==> src/rtl/fejkon_fc_pkg.sv <==
// Shared types and CSR map for the fejkon FC stream arbiter.
package fejkon_fc_pkg;

  localparam int unsigned DATA_W  = 256;
  localparam int unsigned CHAN_W  = 4;
  localparam int unsigned EMPTY_W = 5;
  localparam int unsigned CSR_W   = 32;

  typedef struct packed {
    logic [DATA_W-1:0]  data;
    logic [CHAN_W-1:0]  channel;
    logic [EMPTY_W-1:0] empty;
    logic               sop;
    logic               eop;
  } fc_beat_t;

  localparam logic [7:0] CSR_MASK   = 8'h00;
  localparam logic [7:0] CSR_STATUS = 8'h01;
  localparam logic [7:0] CSR_FRAMES = 8'h10;
  localparam logic [7:0] CSR_STALLS = 8'h20;

  typedef enum logic {
    ST_IDLE = 1'b0,
    ST_PASS = 1'b1
  } arb_state_t;

endpackage

==> src/rtl/fejkon_rr_pick.sv <==
// Combinational rotate-priority picker: first set req bit after last_grant, wrapping.
module fejkon_rr_pick
  import fejkon_fc_pkg::*;
#(
  parameter  int unsigned NUM_IN = 4,
  localparam int unsigned IDX_W  = $clog2(NUM_IN)
) (
  input  logic [NUM_IN-1:0] req,
  input  logic [IDX_W-1:0]  last_grant,
  output logic [IDX_W-1:0]  grant,
  output logic              any
);

  int unsigned idx;

  always_comb begin
    grant = '0;
    any   = 1'b0;
    idx   = 0;
    for (int unsigned k = 1; k <= NUM_IN; k++) begin
      idx = (32'(last_grant) + k) % NUM_IN;
      if (!any && req[IDX_W'(idx)]) begin
        grant = IDX_W'(idx);
        any   = 1'b1;
      end
    end
  end

endmodule

==> src/rtl/fejkon_fc_arbiter.sv <==
// Packet-aware round-robin merge of NUM_IN Avalon-ST FC streams with a small CSR block.
// Define FEJKON_FC_ARB_STATS_EN to build the per-input frame and stall counters.
module fejkon_fc_arbiter
  import fejkon_fc_pkg::*;
#(
  parameter int unsigned NUM_IN = 4
) (
  input  logic                      clk,
  input  logic                      reset,
  input  logic [NUM_IN*DATA_W-1:0]  st_in_data,
  input  logic [NUM_IN*CHAN_W-1:0]  st_in_channel,
  input  logic [NUM_IN*EMPTY_W-1:0] st_in_empty,
  input  logic [NUM_IN-1:0]         st_in_startofpacket,
  input  logic [NUM_IN-1:0]         st_in_endofpacket,
  input  logic [NUM_IN-1:0]         st_in_valid,
  output logic [NUM_IN-1:0]         st_in_ready,
  output logic [DATA_W-1:0]         st_out_data,
  output logic [CHAN_W-1:0]         st_out_channel,
  output logic [EMPTY_W-1:0]        st_out_empty,
  output logic                      st_out_startofpacket,
  output logic                      st_out_endofpacket,
  output logic                      st_out_valid,
  input  logic                      st_out_ready,
  input  logic [7:0]                csr_address,
  input  logic                      csr_write,
  input  logic                      csr_read,
  input  logic [CSR_W-1:0]          csr_writedata,
  output logic [CSR_W-1:0]          csr_readdata
);

  localparam int unsigned IDX_W = $clog2(NUM_IN);

  arb_state_t        state, state_next;
  logic [IDX_W-1:0]  grant, grant_next, last_grant, last_grant_next;
  logic [IDX_W-1:0]  pick_grant;
  logic              pick_any;
  logic [NUM_IN-1:0] mask, req;
  fc_beat_t          sel_beat;
  logic              sel_valid, out_load, accept;
  logic [CSR_W-1:0]  rd_next;
  logic              unused_wdata;

  assign unused_wdata = ^csr_writedata[CSR_W-1:NUM_IN];
  assign req          = st_in_valid & mask & st_in_startofpacket;
  assign out_load     = ~st_out_valid | st_out_ready;
  assign accept       = (state == ST_PASS) && out_load && sel_valid;

  fejkon_rr_pick #(.NUM_IN(NUM_IN)) u_pick (
    .req        (req),
    .last_grant (last_grant),
    .grant      (pick_grant),
    .any        (pick_any)
  );

  // Beat mux from the granted input
  always_comb begin
    sel_beat.data    = st_in_data[32'(grant)*DATA_W +: DATA_W];
    sel_beat.channel = st_in_channel[32'(grant)*CHAN_W +: CHAN_W];
    sel_beat.empty   = st_in_empty[32'(grant)*EMPTY_W +: EMPTY_W];
    sel_beat.sop     = st_in_startofpacket[grant];
    sel_beat.eop     = st_in_endofpacket[grant];
    sel_valid        = st_in_valid[grant];
  end

  always_comb begin
    st_in_ready = '0;
    if (state == ST_PASS && out_load) st_in_ready[grant] = 1'b1;
  end

  always_ff @(posedge clk or posedge reset) begin
    if (reset) begin
      state      <= ST_IDLE;
      grant      <= '0;
      last_grant <= IDX_W'(NUM_IN - 1);
    end else begin
      state      <= state_next;
      grant      <= grant_next;
      last_grant <= last_grant_next;
    end
  end

  // Grant is latched on SOP and held until the EOP beat is accepted
  always_comb begin
    state_next      = state;
    grant_next      = grant;
    last_grant_next = last_grant;
    case (state)
      ST_IDLE: begin
        if (pick_any) begin
          grant_next = pick_grant;
          state_next = ST_PASS;
        end
      end
      ST_PASS: begin
        if (accept && sel_beat.eop) begin
          last_grant_next = grant;
          state_next      = ST_IDLE;
        end
      end
      default: state_next = ST_IDLE;
    endcase
  end

  always_ff @(posedge clk or posedge reset) begin
    if (reset) begin
      st_out_valid         <= 1'b0;
      st_out_data          <= '0;
      st_out_channel       <= '0;
      st_out_empty         <= '0;
      st_out_startofpacket <= 1'b0;
      st_out_endofpacket   <= 1'b0;
    end else if (out_load) begin
      st_out_valid <= accept;
      if (accept) begin
        st_out_data          <= sel_beat.data;
        st_out_channel       <= sel_beat.channel;
        st_out_empty         <= sel_beat.empty;
        st_out_startofpacket <= sel_beat.sop;
        st_out_endofpacket   <= sel_beat.eop;
      end
    end
  end

  always_ff @(posedge clk or posedge reset) begin
    if (reset) mask <= '1;
    else if (csr_write && csr_address == CSR_MASK) mask <= csr_writedata[NUM_IN-1:0];
  end

`ifdef FEJKON_FC_ARB_STATS_EN
  logic [CSR_W-1:0] frames [NUM_IN];
  logic [CSR_W-1:0] stalls [NUM_IN];

  // Frame counters wrap; stall counters saturate and clear on any write
  always_ff @(posedge clk or posedge reset) begin
    if (reset) begin
      for (int i = 0; i < NUM_IN; i++) begin
        frames[i] <= '0;
        stalls[i] <= '0;
      end
    end else begin
      for (int i = 0; i < NUM_IN; i++) begin
        if (st_in_valid[i] && st_in_ready[i] && st_in_endofpacket[i])
          frames[i] <= frames[i] + 32'd1;
        if (csr_write && csr_address == CSR_STALLS + 8'(i))
          stalls[i] <= '0;
        else if (st_in_valid[i] && !st_in_ready[i] && stalls[i] != '1)
          stalls[i] <= stalls[i] + 32'd1;
      end
    end
  end
`endif

  always_comb begin
    rd_next = '1;
    if (csr_address == CSR_MASK) begin
      rd_next = CSR_W'(mask);
    end else if (csr_address == CSR_STATUS) begin
      rd_next              = '0;
      rd_next[CSR_W-1]     = (state == ST_PASS);
      rd_next[IDX_W-1:0]   = grant;
    end
`ifdef FEJKON_FC_ARB_STATS_EN
    for (int i = 0; i < NUM_IN; i++) begin
      if (csr_address == CSR_FRAMES + 8'(i)) rd_next = frames[i];
      if (csr_address == CSR_STALLS + 8'(i)) rd_next = stalls[i];
    end
`endif
  end

  always_ff @(posedge clk or posedge reset) begin
    if (reset) csr_readdata <= '0;
    else if (csr_read) csr_readdata <= rd_next;
  end

endmodule

==> config.mk <==
export PLATFORM = sky130hd
export DESIGN_NAME = fejkon_fc_arbiter
export DESIGN_NICKNAME = d
export VERILOG_FILES = /design/src/rtl/fejkon_fc_pkg.sv /design/src/rtl/fejkon_rr_pick.sv /design/src/rtl/fejkon_fc_arbiter.sv
export SDC_FILE = /design/constraint.sdc
export NUM_CORES = 1
export LEC_CHECK = 0
export ABC_AREA = 1
export CORE_AREA = 5 5 547 549
export DETAILED_ROUTE_END_ITERATION = 10
export DIE_AREA = 0 0 552 554
export SLEW_MARGIN = 20
export SYNTH_ARGS = -nofsm -noshare
export SYNTH_HDL_FRONTEND = slang
export SYNTH_SLANG_ARGS = --single-unit
==> constraint.sdc <==
create_clock -name clk -period 12.9 [get_ports clk]
set_input_delay 2.58 -clock clk [delete_from_list [all_inputs] [get_ports clk]]
set_output_delay 2.58 -clock clk [all_outputs]
set_load 0.005 [all_outputs]
==> summary.txt, run 1 <==
Worst Hold Path EP - st_out_data[201]
Sw frac - 46.3%
Met1 WL - 79,500 um
Hold buffers post-CTS - 0
Crit Path Max Fanout - 5
R2R depth - 10
MaxCap Viol Count - 0
Overall power - 6440 uW
Final critical-path share of the clock period - 51.2%
WS Path Type - input pin to output pin
Reg power frac - 23.8%
Power per standard cell area - 171 nW/um^2
Row cnt - 199
Ports - 1,421
Vias - 26,000
Root buffer cell - clkbuf_16
Largest net degree at the start of global routing - 125
Worst-path clk slew - 0.05 ns
Vias in the first global route - 24,900
Hold path start - st_out_data[201]
Sequential fraction of the synthesis area - 39.6%
Die area - 306,000 sq um
Port Buf Inserts - 1,392
Met3 routed WL - 34,400 um
Reg2Reg Setup Slack - 7.84 ns
Ys Warns - 0
Startpoint types - input pin
Die W - 552 um
Final Instance Area - 37,700 sq um
ANT nets after route - 0
Clock skew - 0.0292 ns
CTS tree - yes
Layout cells sized above 1 - 4.04%
DRC viols - 0
Clock H-tree levels - 2
Antenna violations before repair - 229
Total clock sinks - 283
Syn-to-layout area delta - 111%
Detailed Place HPWL - 198,000 um
Mean post-synth cell area - 7.04 sq um
Mapped Cells - 2,541
Postcts setup bufs - 0
Setup crit end kind - output pin
DR iter-0 viols - 2,220
Fin crit period - 6.60 ns
Vias/cell - 3.34
Final net count - 4,893
DRT Pass-1 Iters - 5
Synth Register Bits - 283
Most frequent cells in the layout - 1,392 x clkdlybuf4s50_1, 853 x nand2_1, 816 x nand3_1
Gr ovfl total - 0
Post-Route WL - 226,000 um
Top Layer Used - met5
Outcome - finished, final reports clean
Routed length on met2 - 101,000 um
Reg-to-Reg Start - grant[0]
Total CTS buffers - 45
Arrival time worst endpoint - 4.02 ns
Worst rel slew slack - 11.4%
Longest Clk Path Bufs - 3
Core region area - 293,000 sq um
Hold path cells - 2
Min-delay worst type - flip-flop to flip-flop
Fin. Hold Viols - 0
Crit path required time - 10.32 ns
Setup TNS Final - 0 ns
Slew Limit Fails - 0
Clock share of power - 20.5%
Comb pwr share - 55.7%
RSZ-0062 raised after global routing - no
Main area contributors after synthesis - dfrtp_1 39%, nand3_1 23%, nand2_1 18%
GR Util All Layers - 14.0%
Post-Synthesis Net Count - 3,658
CTS-repair resized insts - 0
Placed Area - 36,000 sq um
Post-synth top area cell - dfrtp_1
Reg2reg end - st_out_data[180]
P_int - 3460 uW
Leak - 0.0143 uW
Drt wl/cell - 29.1 um
Slew @ Worst Pin - 1.33 ns
Synth top area share - 38.8%
RD Place Congestion - 0.958
Initial Utilization - 6.10%
Synthesized cell area - 17,900 sq um
Die Y - 554 um
Setup violations, final - 0
First-pass GRT wire length - 279,000 um
Net Switching - 2990 uW
Final core occ - 12.9%
Leading cell type in the layout, fill and taps excluded - clkdlybuf4s50_1
Later-pin clock latency in the skew report - 0.67 ns
Synth cell types - 24
FMAX - 152 MHz
VDD IR max - 88.3 uV
-- layer usage --
| layer | vias up | GRT usage, % |
|---|---|---|
| li1 | 11400 | - |
| met1 | 12300 | 14.3 |
| met2 | 1575 | 22.6 |
| met3 | 537 | 9.70 |
| met4 | 198 | 4.94 |
| met5 | - | 0 |
-- power groups by stage --
stage | logic, uW | registers (uW) | clock network [uW]
6_report | 3590 | 1530 | 1320
5_1_grt | 3910 | 1590 | 1420
4_1_cts | 3750 | 1540 | 1400
3_5_place_dp | 3740 | 1550 | 0
3_3_place_gp | 3750 | 1530 | 0
2_1_floorplan | 1130 | 1540 | 0
-- logic make-up after synthesis --
group	Yosys count	share of synthesized area, %
multiplexers	4	0.252
AO/OA/AOI/OAI	283	11.8
buffers and inverters	277	6.91
flip-flops	283	39.6
AND/OR/NAND/NOR	1694	41.4
-- cell usage after synthesis (all sizes together) --
| cell | number |
|---|---|
| nand2 | 853 |
| nand3 | 816 |
| dfrtp | 277 |
| a22oi | 267 |
| clkbuf | 149 |
| buf | 113 |
| nor2 | 17 |
| inv | 15 |
| o21ai | 8 |
| dfstp | 6 |
| nand4 | 6 |
| mux2 | 4 |
| a21oi | 2 |
| o211ai | 2 |
| o22ai | 2 |
| a31oi | 1 |
| nor3 | 1 |
| nor3b | 1 |
| o21a | 1 |
-- worst max-delay path: stages --
cell,delay (ns)
clkdlybuf4s50_1,0.48
o21ai_1,0.08
buf_4,0.20
nor2_1,0.11
clkdlybuf4s50_1,0.56
-- sequential cells by signal (all words and copies together), names as in the netlist --
signal	flops
st_out_empty	5
mask	4
state	1
st_out_valid	1
st_out_startofpacket	1
st_out_data	256
csr_readdata	6
grant	2
st_out_channel	4
st_out_endofpacket	1
last_grant	2
-- final cells by class --
class / instances / area, sq um
clock inverter: 27 / 303
timing repair buffer: 1450 / 14400
inverter: 15 / 78.8
tap: 3919 / 4900
fill: 34100 / 256000
sequential: 283 / 7100
antenna: 50 / 125
clock buffer: 55 / 1220
multi-input combinational: 1981 / 9570
-- per-stage QoR --
stage	cells	hold WS [ns]	worst slack, ns
floorplan	2541	0.465	2.52
global placement	7647	0.452	6.27
detailed placement	7647	0.458	6.27
CTS	7729	0.472	6.27
global route	7757	0.480	6.19
finish	7780	0.468	6.30
-- worst max-delay path by stage --
stage                       from         endpoint  slack [ns]
floorplan                  reset  csr_readdata[0]        2.52
global placement    st_out_ready   st_in_ready[3]        6.27
detailed placement  st_out_ready   st_in_ready[3]        6.27
CTS                 st_out_ready   st_in_ready[3]        6.27
global route        st_out_ready   st_in_ready[3]        6.19
finish              st_out_ready   st_in_ready[2]        6.30
Power figures use the tool's default switching activity.
==> run 2: changes to the inputs <==
--- a/config.mk
+++ b/config.mk
@@ -6,9 +6,9 @@
 export NUM_CORES = 1
 export LEC_CHECK = 0
 export ABC_AREA = 1
-export CORE_AREA = 5 5 547 549
+export CORE_AREA = 5 5 556 558
 export DETAILED_ROUTE_END_ITERATION = 10
-export DIE_AREA = 0 0 552 554
+export DIE_AREA = 0 0 561 563
 export SLEW_MARGIN = 20
 export SYNTH_ARGS = -nofsm -noshare
 export SYNTH_HDL_FRONTEND = slang
==> constraint.sdc (replaced) <==
create_clock -name clk -period 5.4 [get_ports clk]
set_input_delay 1.08 -clock clk [delete_from_list [all_inputs] [get_ports clk]]
set_output_delay 1.08 -clock clk [all_outputs]
set_load 0.005 [all_outputs]
==> run 2 against run 1 <==
Against the previous run: utilization is 0.36 points lower; global-route usage is 0.26 points higher; power is 140% higher; sequential power is 140% higher; critical endpoint unchanged; largest cell class unchanged.
==> summary.txt, run 2 (synthesis gave the netlist of run 1 again) <==
Outcome - finished, final reports clean
Syn-to-layout area delta - 113%
Vias - 26,100 (+0.49%)
Top Registers - st_out_data (256), csr_readdata (6), st_out_empty (5)
Most frequent cells in the layout - 1,391 x clkdlybuf4s50_1, 853 x nand2_1, 816 x nand3_1
Later-pin clock latency in the skew report - 0.67 ns (about the same)
ANT nets after route - 0 (unchanged)
Leak - 0.0143 uW (+0.16%)
Clock H-tree levels - 2 (unchanged)
FMAX - 224 MHz
Startpoint types - flip-flop
DRC viols - 0 (unchanged)
Final Instance Area - 38,000 sq um (+0.78%)
Gr ovfl total - 0 (unchanged)
Post-Route WL - 237,000 um (+5.0%)
Final net count - 4,886 (-0.14%)
Reg2reg end - st_out_data[183]
Vias/cell - 3.31 (-0.82%)
RD Place Congestion - 1.04 (+8.4%)
RSZ-0062 raised after global routing - no
Total clock sinks - 283 (unchanged)
Power per standard cell area - 411 nW/um^2 (+140%)
Largest net degree at the start of global routing - 149 (+19%)
Initial Utilization - 5.88% (-0.21 points)
Final critical-path share of the clock period - 82.6%
VDD IR max - 230 uV (+160%)
Postcts setup bufs - 0 (unchanged)
Row cnt - 203 (+2.0%)
Crit. Startpoint - grant[0]
Hold buffers post-CTS - 0 (unchanged)
GR Util All Layers - 14.3% (+0.26 points)
Port Buf Inserts - 1,392 (unchanged)
Hold_ws - 0.468 ns (-0.000384 ns)
Die W - 561 um (+1.6%)
Setup crit end kind - output pin
Antenna violations before repair - 280 (+22%)
Fin crit period - 4.46 ns
Die area - 316,000 sq um (+3.3%)
Final core occ - 12.5% (-0.36 points)
Reg2Reg Setup Slack - 1.88 ns (-5.96 ns)
Crit path required time - 4.32 ns (-6.00 ns)
First-pass GRT wire length - 290,000 um (+3.8%)
R2R depth - 8 (-2)
Placed Area - 36,200 sq um (+0.52%)
Min-delay worst type - flip-flop to flip-flop
Most flops, register - st_out_data
Crit path to - st_in_ready[2]
Clock skew - 0.0353 ns (+0.00611 ns)
Setup violations, final - 0 (unchanged)
DRT Pass-1 Iters - 8 (+3)
WS Path Type - flip-flop to output pin
Total CTS buffers - 43 (-4.4%)
Layout cells sized above 1 - 3.84% (-0.20 points)
CTS-repair resized insts - 0 (unchanged)
MaxCap Viol Count - 0 (unchanged)
Slew @ Worst Pin - 1.20 ns (-0.126 ns)
Crit Path Max Fanout - 65 (+60)
Root buffer cell - clkbuf_16
Setup TNS Final - 0 ns (unchanged)
Ports - 1,421 (unchanged)
Vias in the first global route - 24,900 (+0.12%)
Drt wl/cell - 30.1 um (+3.7%)
Post-route insts no fill - 7,883 (+1.3%)
CTS tree - yes
Worst-path clk slew - 0.07 ns (+0.02 ns)
Detailed Place HPWL - 209,000 um (+5.3%)
Slew Limit Fails - 0 (unchanged)
Inst Count DP - 7,721 (+0.97%)
Max reg flops - 256 (unchanged)
Longest Clk Path Bufs - 3 (unchanged)
Arrival time worst endpoint - 3.38 ns (-0.64 ns)
Reg-to-Reg Start - grant[0]
DR iter-0 viols - 1,922 (-13%)
Leading cell type in the layout, fill and taps excluded - clkdlybuf4s50_1
Fin. Hold Viols - 0 (unchanged)
Worst rel slew slack - 19.8% (+8.4 points)
Die Y - 563 um (+1.6%)
Core region area - 304,000 sq um (+3.7%)
[run 2: cell count changes in the layout (fill, tap and decap cells not counted), moves of 3 or more]
cell | previous run | this run
clkinv_4 | 5 | 2
clkinv_2 | 11 | 5
buf_12 | 3 | 13
clkinvlp_4 | 1 | 4
diode_2 | 50 | 82
buf_4 | 55 | 41
[run 2: routing by layer]
layer	routed length [um]	track usage, %	up-vias	part of all wire [%]
met3	32900	8.76	645	14
met4	13600	6.30	200	5.7
met2	105000	22.9	1536	44
met5	1320	0	-	0.55
met1	84800	14.9	12400	36
li1	-	-	11400	-
[run 2: area by class of cell]
cell class	count	area, sq um
Antenna cell	82	205
Clock buffer	58	1230
Clock inverter	22	327
Fill cell	35200	266000
Inverter	15	75.1
Multi-Input combinational cell	1981	9570
Sequential cell	283	7100
Tap cell	3997	5000
Timing Repair Buffer	1445	14500
[run 2: where the power goes]
part / switching [uW] / internal [uW]
clock network: 1350 / 1940
logic: 5330 / 3330
registers: 563 / 3090
total: 7250 / 8360
[run 2: worst min-delay path by stage]
stage          depth (start not counted)           endpoint         startpoint  slack (ns)
2_1_floorplan                          2  st_out_channel[0]  st_out_channel[0]        0.47
3_3_place_gp                           2   st_out_data[207]   st_out_data[207]        0.45
3_5_place_dp                           2   st_out_data[201]   st_out_data[201]        0.46
4_1_cts                                2   st_out_data[201]   st_out_data[201]        0.47
5_1_grt                                2    st_out_data[33]    st_out_data[33]        0.49
6_report                               2   st_out_data[113]   st_out_data[113]        0.47
[run 2: worst max-delay path, cell delays in order (launching register included)]
cell             delay, ns
dfrtp_4               0.60
inv_8                 0.43
nand2_1               0.54
nor2_1                0.24
clkdlybuf4s50_1       0.76
[run 2: stage by stage]
stage / worst slack, ns / total power, uW
2_1_floorplan: 0.576 / 6380
3_3_place_gp: 1.52 / 12600
3_5_place_dp: 1.48 / 12600
4_1_cts: 0.703 / 16100
5_1_grt: 0.605 / 16600
6_report: 0.941 / 15600
